===== src/rtl/jzjpcc_fetch_pkg.sv =====
`default_nettype none
// ============================================================================
//  Module   : jzjpcc_fetch_pkg
//  Purpose  : Shared constants and helpers for the buffered fetch stage.
//             - NOP_INSTR_30 : addi x0,x0,0 with the two low bits dropped,
//                              matching the [31:2] instruction buses.
//             - pc_width()   : width of a word-addressed PC given its MSB index.
//             Prefetch entries are carried as the packed concatenation
//             {instr[31:2], pc[PC_MAX_B:2]} inside the top module, because the
//             pc width depends on a module parameter.
//  Revision : 1.0 - initial release
// ============================================================================
package jzjpcc_fetch_pkg;

  localparam logic [29:0] NOP_INSTR_30 = 30'(32'h13 >> 2);

  // PC occupies bits [pc_max_b:2]
  function automatic int pc_width(input int pc_max_b);
    return pc_max_b - 1;
  endfunction

endpackage
`default_nettype wire


===== src/rtl/jzjpcc_fetch_buffered_if.sv =====
`default_nettype none
// ============================================================================
//  Module   : jzjpcc_fetch_buffered_if
//  Purpose  : Bus bundle between the fetch stage, the instruction SRAM and
//             the decode stage.
//  Signals  : instruction_fetch          SRAM read data (1 cycle after enable)
//             instructionAddressToLatch  word address presented to the SRAM
//             instructionFetchEnable     SRAM latches the address when 1
//             pcCTWriteEnable            redirect request from decode
//             controlTransferNewPC       redirect target
//             stall_decode / flush_decode decode register control
//             instruction_decode / currentPC_decode / bubble_decode
//                                        decode register outputs
//  Modports : master - the fetch stage; slave - its environment
//  Revision : 1.0 - initial release
// ============================================================================
interface jzjpcc_fetch_buffered_if #(
  parameter int PC_MAX_B = 15
);
  logic [31:2]       instruction_fetch;
  logic [PC_MAX_B:2] instructionAddressToLatch;
  logic              instructionFetchEnable;
  logic              pcCTWriteEnable;
  logic [PC_MAX_B:2] controlTransferNewPC;
  logic              stall_decode;
  logic              flush_decode;
  logic [31:2]       instruction_decode;
  logic [PC_MAX_B:2] currentPC_decode;
  logic              bubble_decode;

  modport master (
    input  instruction_fetch, pcCTWriteEnable, controlTransferNewPC,
           stall_decode, flush_decode,
    output instructionAddressToLatch, instructionFetchEnable,
           instruction_decode, currentPC_decode, bubble_decode
  );

  modport slave (
    output instruction_fetch, pcCTWriteEnable, controlTransferNewPC,
           stall_decode, flush_decode,
    input  instructionAddressToLatch, instructionFetchEnable,
           instruction_decode, currentPC_decode, bubble_decode
  );
endinterface
`default_nettype wire


===== src/rtl/jzjpcc_fetch_fifo.sv =====
`default_nettype none
// ============================================================================
//  Module   : jzjpcc_fetch_fifo
//  Purpose  : Synchronous prefetch FIFO, first-word-fall-through head.
//  Ports    : clock, reset  - clock / synchronous active-high reset
//             push, din     - write din at the tail
//             pop           - drop the head entry
//             clear         - empty the FIFO (overrides push and pop)
//             head          - current head entry (valid when count != 0)
//             count         - occupancy, 0..DEPTH
//  Revision : 1.0 - initial release
// ============================================================================
module jzjpcc_fetch_fifo #(
  parameter int WIDTH = 32,
  parameter int DEPTH = 4
) (
  input  logic                       clock,
  input  logic                       reset,
  input  logic                       push,
  input  logic                       pop,
  input  logic                       clear,
  input  logic [WIDTH-1:0]           din,
  output logic [WIDTH-1:0]           head,
  output logic [$clog2(DEPTH):0]     count
);
  localparam int AW = $clog2(DEPTH);
  localparam int CW = AW + 1;

  logic [WIDTH-1:0] mem_q [DEPTH];
  logic [AW-1:0]    rdPtr_q;
  logic [AW-1:0]    wrPtr_q;
  logic [CW-1:0]    count_q;

  // Storage carries no reset; only the pointers define validity.
  always_ff @(posedge clock) begin
    if (push && !clear) begin
      mem_q[wrPtr_q] <= din;
    end
  end

  // DEPTH is a power of two, so the pointers wrap naturally.
  always_ff @(posedge clock) begin
    if (reset || clear) begin
      rdPtr_q <= '0;
      wrPtr_q <= '0;
      count_q <= '0;
    end else begin
      if (push) wrPtr_q <= wrPtr_q + AW'(1);
      if (pop)  rdPtr_q <= rdPtr_q + AW'(1);
      count_q <= count_q + CW'(push) - CW'(pop);
    end
  end

  assign head  = mem_q[rdPtr_q];
  assign count = count_q;

endmodule
`default_nettype wire


===== src/rtl/jzjpcc_fetch_buffered.sv =====
`default_nettype none
// ============================================================================
//  Module   : jzjpcc_fetch_buffered
//  Purpose  : Fetch stage with a prefetch FIFO between the instruction SRAM
//             and the decode registers. Fetch keeps issuing while decode is
//             stalled, limited by FIFO credit; a control transfer squashes
//             buffered and in-flight instructions and redirects the same cycle.
//  Ports    : clock, reset - clock / synchronous active-high reset
//             bus          - jzjpcc_fetch_buffered_if.master (SRAM + decode)
//  Revision : 1.0 - initial release
// ============================================================================
module jzjpcc_fetch_buffered
  import jzjpcc_fetch_pkg::*;
#(
  parameter int          PC_MAX_B     = 15,
  parameter logic [31:0] RESET_VECTOR = 32'h0000_0000,
  parameter int          FIFO_DEPTH   = 4
) (
  input  logic                    clock,
  input  logic                    reset,
  jzjpcc_fetch_buffered_if.master bus
);
  localparam int PCW = pc_width(PC_MAX_B);
  localparam int CW  = $clog2(FIFO_DEPTH) + 1;
  localparam int EW  = 30 + PCW;

  logic [PCW-1:0] fetchPC_q, fetchPC_d;
  logic           inFlight_q, inFlight_d;
  logic [PCW-1:0] inFlightPC_q, inFlightPC_d;
  logic [29:0]    instrDecode_q;
  logic [PCW-1:0] pcDecode_q;
  logic           bubbleDecode_q;

  logic           redirect, respValid, advance, fifoPush, fifoPop, bypass;
  logic           enable;
  logic [PCW-1:0] addr;
  logic [CW-1:0]  used;
  logic [CW-1:0]  fifoCount;
  logic [EW-1:0]  fifoHead;

  always_comb begin
    redirect  = bus.pcCTWriteEnable;
    // A response landing during a redirect belongs to the squashed stream.
    respValid = inFlight_q && !redirect;
    advance   = !redirect && !bus.flush_decode && !bus.stall_decode;
    fifoPop   = advance && (fifoCount != '0);
    bypass    = advance && (fifoCount == '0) && respValid;
    fifoPush  = respValid && !bypass;
    // Credit: every issued request has a guaranteed FIFO slot on return.
    used      = fifoCount + CW'(inFlight_q);
    enable    = !reset && (redirect || (used < CW'(FIFO_DEPTH)));
    addr      = redirect ? bus.controlTransferNewPC : fetchPC_q;
    fetchPC_d    = enable ? addr + PCW'(1) : fetchPC_q;
    inFlight_d   = enable;
    inFlightPC_d = addr;
  end

  jzjpcc_fetch_fifo #(
    .WIDTH (EW),
    .DEPTH (FIFO_DEPTH)
  ) u_fifo (
    .clock (clock),
    .reset (reset),
    .push  (fifoPush),
    .pop   (fifoPop),
    .clear (redirect),
    .din   ({bus.instruction_fetch, inFlightPC_q}),
    .head  (fifoHead),
    .count (fifoCount)
  );

  always_ff @(posedge clock) begin
    if (reset) begin
      fetchPC_q    <= RESET_VECTOR[PC_MAX_B:2];
      inFlight_q   <= 1'b0;
      inFlightPC_q <= '0;
    end else begin
      fetchPC_q    <= fetchPC_d;
      inFlight_q   <= inFlight_d;
      inFlightPC_q <= inFlightPC_d;
    end
  end

  // Decode registers; the PC is left untouched when a nop is injected.
  always_ff @(posedge clock) begin
    if (reset) begin
      instrDecode_q  <= NOP_INSTR_30;
      pcDecode_q     <= '0;
      bubbleDecode_q <= 1'b1;
    end else if (redirect || bus.flush_decode) begin
      instrDecode_q  <= NOP_INSTR_30;
      bubbleDecode_q <= 1'b1;
    end else if (bus.stall_decode) begin
      bubbleDecode_q <= bubbleDecode_q;
    end else if (fifoCount != '0) begin
      {instrDecode_q, pcDecode_q} <= fifoHead;
      bubbleDecode_q              <= 1'b0;
    end else if (respValid) begin
      instrDecode_q  <= bus.instruction_fetch;
      pcDecode_q     <= inFlightPC_q;
      bubbleDecode_q <= 1'b0;
    end else begin
      instrDecode_q  <= NOP_INSTR_30;
      bubbleDecode_q <= 1'b1;
    end
  end

  assign bus.instructionAddressToLatch = addr;
  assign bus.instructionFetchEnable    = enable;
  assign bus.instruction_decode        = instrDecode_q;
  assign bus.currentPC_decode          = pcDecode_q;
  assign bus.bubble_decode             = bubbleDecode_q;

endmodule
`default_nettype wire


===== src/flat_wrapper.sv =====
// flat-port wrapper written by rule: the top's interface ports become plain ports
module jzjpcc_fetch_buffered_flat import jzjpcc_fetch_pkg::*;
#(
  parameter int          PC_MAX_B     = 15,
  parameter logic [31:0] RESET_VECTOR = 32'h0000_0000,
  parameter int          FIFO_DEPTH   = 4
)
  (clock, reset, bus_instruction_fetch, bus_pcCTWriteEnable, bus_controlTransferNewPC, bus_stall_decode, bus_flush_decode, bus_instructionAddressToLatch, bus_instructionFetchEnable, bus_instruction_decode, bus_currentPC_decode, bus_bubble_decode);
  jzjpcc_fetch_buffered_if #(.PC_MAX_B(PC_MAX_B)) bus_i ();
  input  logic clock;
  input  logic reset;
  input wire logic [$bits(bus_i.instruction_fetch)-1:0] bus_instruction_fetch;
  input wire logic [$bits(bus_i.pcCTWriteEnable)-1:0] bus_pcCTWriteEnable;
  input wire logic [$bits(bus_i.controlTransferNewPC)-1:0] bus_controlTransferNewPC;
  input wire logic [$bits(bus_i.stall_decode)-1:0] bus_stall_decode;
  input wire logic [$bits(bus_i.flush_decode)-1:0] bus_flush_decode;
  output wire logic [$bits(bus_i.instructionAddressToLatch)-1:0] bus_instructionAddressToLatch;
  output wire logic [$bits(bus_i.instructionFetchEnable)-1:0] bus_instructionFetchEnable;
  output wire logic [$bits(bus_i.instruction_decode)-1:0] bus_instruction_decode;
  output wire logic [$bits(bus_i.currentPC_decode)-1:0] bus_currentPC_decode;
  output wire logic [$bits(bus_i.bubble_decode)-1:0] bus_bubble_decode;
  assign bus_i.instruction_fetch = bus_instruction_fetch;
  assign bus_i.pcCTWriteEnable = bus_pcCTWriteEnable;
  assign bus_i.controlTransferNewPC = bus_controlTransferNewPC;
  assign bus_i.stall_decode = bus_stall_decode;
  assign bus_i.flush_decode = bus_flush_decode;
  assign bus_instructionAddressToLatch = bus_i.instructionAddressToLatch;
  assign bus_instructionFetchEnable = bus_i.instructionFetchEnable;
  assign bus_instruction_decode = bus_i.instruction_decode;
  assign bus_currentPC_decode = bus_i.currentPC_decode;
  assign bus_bubble_decode = bus_i.bubble_decode;
  jzjpcc_fetch_buffered #(.PC_MAX_B(PC_MAX_B), .RESET_VECTOR(RESET_VECTOR), .FIFO_DEPTH(FIFO_DEPTH)) u_core (.clock(clock), .reset(reset), .bus(bus_i));
endmodule

===== config.mk =====
export PLATFORM = sky130hd
export DESIGN_NAME = jzjpcc_fetch_buffered_flat
export DESIGN_NICKNAME = d
export VERILOG_FILES = /design/src/rtl/jzjpcc_fetch_pkg.sv /design/src/rtl/jzjpcc_fetch_buffered_if.sv /design/src/rtl/jzjpcc_fetch_fifo.sv /design/src/rtl/jzjpcc_fetch_buffered.sv /design/src/flat_wrapper.sv
export SDC_FILE = /design/constraint.sdc
export NUM_CORES = 1
export LEC_CHECK = 0
export CAP_MARGIN = 20
export CORE_UTILIZATION = 50
export CTS_CLUSTER_SIZE = 24
export DETAILED_ROUTE_END_ITERATION = 12
export PLACE_DENSITY = 0.72
export SYNTH_ARGS = -nofsm -noshare
export SYNTH_HDL_FRONTEND = slang
export SYNTH_SLANG_ARGS = --single-unit

===== constraint.sdc =====
create_clock -name clock -period 6.6 [get_ports clock]
set_input_delay 0.99 -clock clock [delete_from_list [all_inputs] [get_ports clock]]
set_output_delay 0.99 -clock clock [all_outputs]
set_load 0.005 [all_outputs]

==> results by group, run 1 <==
Routing
  • Vias: between 6,000 and 7,000
  • Antenna-violating nets left: 0
  • Drt total wl: 21,600 um
  • DR pass1 iterations: 4
  • Vias per std cell: roughly 5.8
  • Iter 0 DRT Violations: between 400 and 500
  • WL/cell: between 20 and 25 um
  • DRC errors left: 0

Floorplan
  • Die width: 145 um
  • Initial core utilization: 0.517
  • Die area: 0.0209 mm2
  • Core Region: ~0.020 mm2
  • IO Count: approximately 110
  • Row count: roughly 50
  • Die height: ~140 um

STA
  • Tightest Pin Transition: about 1100 ps
  • Tcrit/Tclk final: 0.619
  • Final Hold Fails: 0
  • Fin crit period: about 4100 ps
  • Clock Skew: 9.23 ps
  • Rel. slew slack: 0.282
  • # setup viols final: 0
  • RSZ-0062 raised after global routing: no
  • Achievable Freq: between 200 and 250 MHz
  • Slew Viols, Final: 0
  • Worst setup margin: 2520 ps
  • Setup TNS: 0 ps

Status
  • Status: complete, no violations

Clock tree
  • Clock buffer depth: 3
  • CTS root buffer: clkbuf_16
  • CTS tree: done
  • Clock latency on the worst-skew pair: around 520 ps
  • Resize count post-CTS: 0
  • Total clock buffers created by CTS: 26
  • Clock slew at reported path FFs: 60 ps
  • Post-CTS Setup Inserts: 0
  • H-tree depth: 1
  • Clk sinks: 259
  • Hold-fix buffers, CTS: 0

Logic synthesis
  • Post-Synthesis Cells: 660
  • Top_reg_cell synth: edfxtp_1
  • Synth top area cells: edfxtp_1, dfxtp_1, mux4_2, a2111oi_0, a221oi_1
  • Synth warnings: 0
  • Seq cells post-synth: ~260
  • Fraction of registers with async set/reset: 0
  • Share of Yosys cell area claimed by the top area cell type: 0.520
  • Post-synthesis sequential area ratio: 0.684
  • Syn_area_per_cell: 15.4 um2
  • Post-synth top cells: edfxtp_1, dfxtp_1, inv_1, nor2_1, mux4_2
  • Mapped Area: 0.0102 mm2
  • Synth Area in Compound Gates: 0.0786
  • Syn_nets: a little over 700
  • Synth cell types: 48
  • EDFF count, synth: around 180
  • Synth Area in Adders: 0.0106
  • Largest family of logic cells by synthesized area: multiplexers
  • Post-synthesis simple-gate area fraction: 0.0572
  • XOR/XNOR Fraction of Synth Area: 0.0129
  • Mux cell area share after synthesis: 0.117
  • Largest area contributor in the netlist: edfxtp_1
  • Top-count cell post-synth: edfxtp_1

Power and ir drop
  • Power per standard cell area: between 200 and 300 mW/mm2
  • Logic pwr share: 0.059
  • Switch share: 0.203
  • Peak supply drop: a little under 0.2 mV
  • Switching Power: slightly above 700 uW
  • Leakage: 4.01 nW
  • Power Internal: 2.78 mW
  • Clock group share of total power: 0.427
  • Sequential share of power: 0.514

Critical path
  • Critical path type: in -> out
  • Worst EP required: 5610 ps
  • CP Max Fanout: 32
  • Worst EP arrival: 3090 ps
  • Slowest stage delay, CP: 550 ps
  • Setup crit start kind: input port
  • Worst Setup End Kind: primary output
  • CP Cell Sequence: clkdlybuf4s50_1 -> buf_4 -> nor2_1 -> mux2_2 -> nor2_1 -> clkdlybuf4s50_1
  • Crit-path slowest cell: clkdlybuf4s50_1

Cells and area
  • Share of layout cells above drive strength 1: 0.142
  • Area growth from synthesis to layout: 21.3%
  • Antenna diodes: 0
  • Post-Layout Cell Count: ~1,000
  • Nets@finish: around 800

Global route
  • Gr usage total: 0.219
  • Initial antenna violation count: 0
  • First-pass GRT wire length: roughly 34,000 um
  • Vias in the first global route: 6,341
  • Largest net degree at the start of global routing: 66
  • Grt ovf: 0

Worst hold path
  • Hold crit path type: reg -> reg

Place
  • Number of port buffers: between 100 and 150
  • GPL Wtd Cong: 0.904
  • Inst Count DP: about 1,000
  • Worst slack, placed: roughly 2500 ps
  • Post-DP HPWL: 12,900 um

Run
  • Max Cap Violations: 0
==> placed cells by master (no fill, tap or decap), types with 14 or more instances in the layout <==
cell	count
a2111oi_0	29
a221oi_1	29
a311oi_1	14
clkbuf_16	27
clkdlybuf4s50_1	107
dfxtp_1	81
edfxtp_1	176
inv_1	49
mux2i_1	15
mux4_2	44
nand2_1	41
nor2_1	47
==> logic make-up (layout without fill, tap and decap cells) <==
group | after synthesis | count (layout)
adder cells (fa/ha/maj) | 8 | 8
multiplexers | 63 | 63
XOR/XNOR | 15 | 15
AO/OA/AOI/OAI | 97 | 97
AND/OR/NAND/NOR | 125 | 125
buffers and inverters | 93 | 217
flip-flops | 259 | 259
==> worst paths after layout <==
| kind | cells after the start | to | startpoint | slack, ps |
|---|---|---|---|---|
| worst max-delay path | 6 | bus_instructionFetchEnable | bus_pcCTWriteEnable | 2520 |
| worst min-delay path | 2 | u_core.fetchPC_q[12] | u_core.fetchPC_q[12] | 460 |
| worst max register to register | 11 | u_core.u_fifo.count[2] | u_core.u_fifo.count[2] | 3270 |
| worst min register to register | 2 | u_core.fetchPC_q[12] | u_core.fetchPC_q[12] | 460 |
==> registers in the layout, indices dropped and copies added (netlist names), named ones only <==
signal                         count
u_core.bus.bubble_decode           1
u_core.bus.currentPC_decode       14
u_core.bus.instruction_decode     30
u_core.fetchPC_q                  14
u_core.inFlightPC_q               14
u_core.inFlight_q                  1
u_core.u_fifo.count                3
u_core.u_fifo.mem_q              176
u_core.u_fifo.rdPtr_q              2
u_core.u_fifo.wrPtr_q              2
==> per-layer routing <==
layer	GRT usage	part of all wire	vias up	wire length, um
li1	-	-	2755	-
met1	0.286	0.42	3082	9050
met2	0.373	0.50	206	10800
met3	0.0358	0.061	29	1310
met4	0.0698	0.020	0	439
met5	0	0	-	0
==> worst max-delay path, delay by kind of cell <==
family | cells | cell delay, ps
mux | 1 | 410
buf+inv | 3 | 1360
simple gates | 2 | 330
==> layout make-up <==
| type | count | area, um2 |
|---|---|---|
| fill | 1442 | 7330 |
| clock inverter | 9 | 118 |
| tap | 265 | 332 |
| multi-input combinational | 308 | 2810 |
| inverter | 49 | 184 |
| clock buffer | 39 | 761 |
| timing repair buffer | 120 | 1170 |
| sequential | 259 | 6950 |
==> power groups by stage <==
stage | logic (mW) | clock network (mW) | registers [mW]
after floorplan | 0.103 | 0 | 1.82
after global placement | 0.199 | 0 | 1.82
after detailed placement | 0.204 | 0 | 1.82
after CTS | 0.206 | 1.51 | 1.79
after global routing | 0.224 | 1.58 | 1.79
final | 0.204 | 1.49 | 1.79
==> metrics by stage <==
step                      cell area [um2]  hold WS (ps)   util  total power, mW
after CTS                           12300           466  0.627             3.50
after detailed placement            11400           448  0.582             2.03
after global routing                12300           491  0.627             3.60
after floorplan                     10200           424      -             1.92
after global placement              11400           447  0.582             2.02
final                               12300           456  0.627             3.48
Note: power is estimated with default switching activity, not from simulation.
==> inputs of run 2 (changes only) <==
--- a/config.mk
+++ b/config.mk
@@ -9,7 +9,7 @@
 export CORE_UTILIZATION = 50
 export CTS_CLUSTER_SIZE = 24
 export DETAILED_ROUTE_END_ITERATION = 12
-export PLACE_DENSITY = 0.72
+export PLACE_DENSITY = 0.75
 export SYNTH_ARGS = -nofsm -noshare
 export SYNTH_HDL_FRONTEND = slang
 export SYNTH_SLANG_ARGS = --single-unit
==> constraint.sdc (replaced) <==
create_clock -name clock -period 3.3 [get_ports clock]
set_input_delay 0.495 -clock clock [delete_from_list [all_inputs] [get_ports clock]]
set_output_delay 0.495 -clock clock [all_outputs]
set_load 0.005 [all_outputs]
==> results by group, run 2 (synthesis gave the netlist of run 1 again) <==
Status
  • Status: complete, no violations

Critical path
  • Critical path type: in -> out
  • Worst Setup End Kind: primary output
  • Worst reg2reg setup slack: around 730 ps
  • Worst EP arrival: 2470 ps
  • Worst EP required: about 2800 ps
  • Setup crit start kind: input port
  • CP Max Fanout: 25

STA
  • # setup viols final: 0
  • Tcrit/Tclk final: 0.899
  • Tightest Pin Transition: approximately 870 ps
  • Final Hold Fails: 0
  • RSZ-0062 raised after global routing: no
  • Achievable Freq: 337 MHz
  • Worst setup margin: approximately 330 ps
  • Fin crit period: about 3000 ps
  • Hold slack: approximately 480 ps
  • Rel. slew slack: 0.423
  • Setup TNS: 0 ps
  • Slew Viols, Final: 0
  • Clock Skew: approximately 12 ps

Global route
  • Vias in the first global route: around 6,500
  • Grt ovf: 0
  • First-pass GRT wire length: 34,600 um
  • Initial antenna violation count: 2
  • Largest net degree at the start of global routing: 46
  • Gr usage total: 0.220

Cells and area
  • Area of the multi-input gates: about 0.0028 mm2
  • Fillers: between 1,000 and 1,500
  • Top reg by flops: u_core.u_fifo.mem_q
  • Largest register FFs: 176
  • Commonest cells after routing, fill and taps aside: edfxtp_1, clkdlybuf4s50_1, dfxtp_1
  • Share of layout cells above drive strength 1: 0.157
  • Nets@finish: between 800 and 900
  • Seq. cell area: 0.00695 mm2
  • Commonest non-fill, non-tap cell in the layout: edfxtp_1
  • Area growth from synthesis to layout: 21.8%

Floorplan
  • Core Region: approximately 0.020 mm2
  • Row count: between 50 and 60
  • Die height: between 100 and 150 um
  • IO Count: between 100 and 150
  • Die width: around 140 um
  • Die area: 0.0209 mm2
  • Initial core utilization: 0.517

Power and ir drop
  • Logic pwr share: 0.064
  • Clock group share of total power: 0.400
  • Power Internal: 5.30 mW
  • Peak supply drop: about 0.34 mV
  • Switching Power: 1.37 mW
  • Power per standard cell area: ~540 mW/mm2
  • Switch share: 0.206
  • Leakage: between 4 and 5 nW
  • Sequential share of power: 0.536

Clock tree
  • Total clock buffers created by CTS: 25
  • H-tree depth: 1
  • Post-CTS Setup Inserts: 0
  • CTS root buffer: clkbuf_16
  • Clock buffer depth: 3
  • Resize count post-CTS: 0
  • Clk sinks: between 200 and 300
  • CTS tree: done
  • Clock latency on the worst-skew pair: slightly above 500 ps
  • Clock slew at reported path FFs: 60 ps
  • Hold-fix buffers, CTS: 0

Routing
  • Vias: between 6,000 and 7,000
  • Vias per std cell: ~5.8
  • Iter 0 DRT Violations: 444
  • WL/cell: 20.6 um
  • DR pass1 iterations: 5
  • Antenna-violating nets left: 0
  • Drt total wl: 21,900 um
  • DRC errors left: 0

Run
  • Max Cap Violations: 0

Place
  • Post-DP HPWL: 13,500 um
  • GPL Wtd Cong: between 0.8 and 0.9
  • Worst slack, placed: just under 300 ps
  • Number of port buffers: ~110

Worst hold path
  • Hold crit path type: reg -> reg
[run 2: cell types whose count changed in the layout (fill, tap and decap cells not counted), sizes merged]
cell | before | now
clkinv | 6 | 8
clkbuf | 39 | 36
bufinv | 3 | 1
buf | 13 | 29
diode | 0 | 2
[run 2: worst max-delay path, stage by stage]
cell,delay [ps]
clkdlybuf4s50_1,680
buf_4,380
mux2_2,440
clkdlybuf4s50_1,470
[run 2: final timing paths]
check	startpoint	end	cells after the start
setup / recovery	bus_pcCTWriteEnable	bus_instructionAddressToLatch[8]	4
hold / removal	u_core.bus.instruction_decode[24]	u_core.bus.instruction_decode[24]	2
setup reg to reg	u_core.u_fifo.count[2]	u_core.u_fifo.count[2]	11
hold reg to reg	u_core.bus.instruction_decode[24]	u_core.bus.instruction_decode[24]	2
[run 2: per-stage QoR]
stage | cell area [um2] | total power [mW] | utilization | instances
CTS | 12400 | 6.72 | 0.629 | 1062
floorplan | 10200 | 3.84 | - | 660
finish | 12400 | 6.67 | 0.629 | 1064
detailed placement | 11600 | 4.07 | 0.590 | 1017
global route | 12400 | 6.89 | 0.629 | 1064
global placement | 11600 | 4.05 | 0.590 | 1017
[run 2: layout make-up]
type,count,area share
clock buffers,36,0.0572
diodes,2,0.000405
repair buffers,136,0.106
clock inverters,9,0.00546
flip-flops and latches,259,0.562
multi-input cells,308,0.227
well taps,265,0.0268
inverters,49,0.0149
[run 2: per-layer routing]
layer / GRT usage / share of wire / routed length [um]
met1: 0.287 / 0.42 / 9160
met2: 0.382 / 0.51 / 11200
met3: 0.0272 / 0.049 / 1080
met4: 0.0687 / 0.020 / 439
met5: 0 / 0 / 0
[run 2: power groups by stage]
| stage | logic (mW) | clock network, mW | registers (mW) |
|---|---|---|---|
| finish | 0.425 | 2.67 | 3.58 |
| global route | 0.463 | 2.84 | 3.58 |
| CTS | 0.427 | 2.71 | 3.58 |
| detailed placement | 0.423 | 0 | 3.65 |
| global placement | 0.410 | 0 | 3.64 |
| floorplan | 0.206 | 0 | 3.64 |
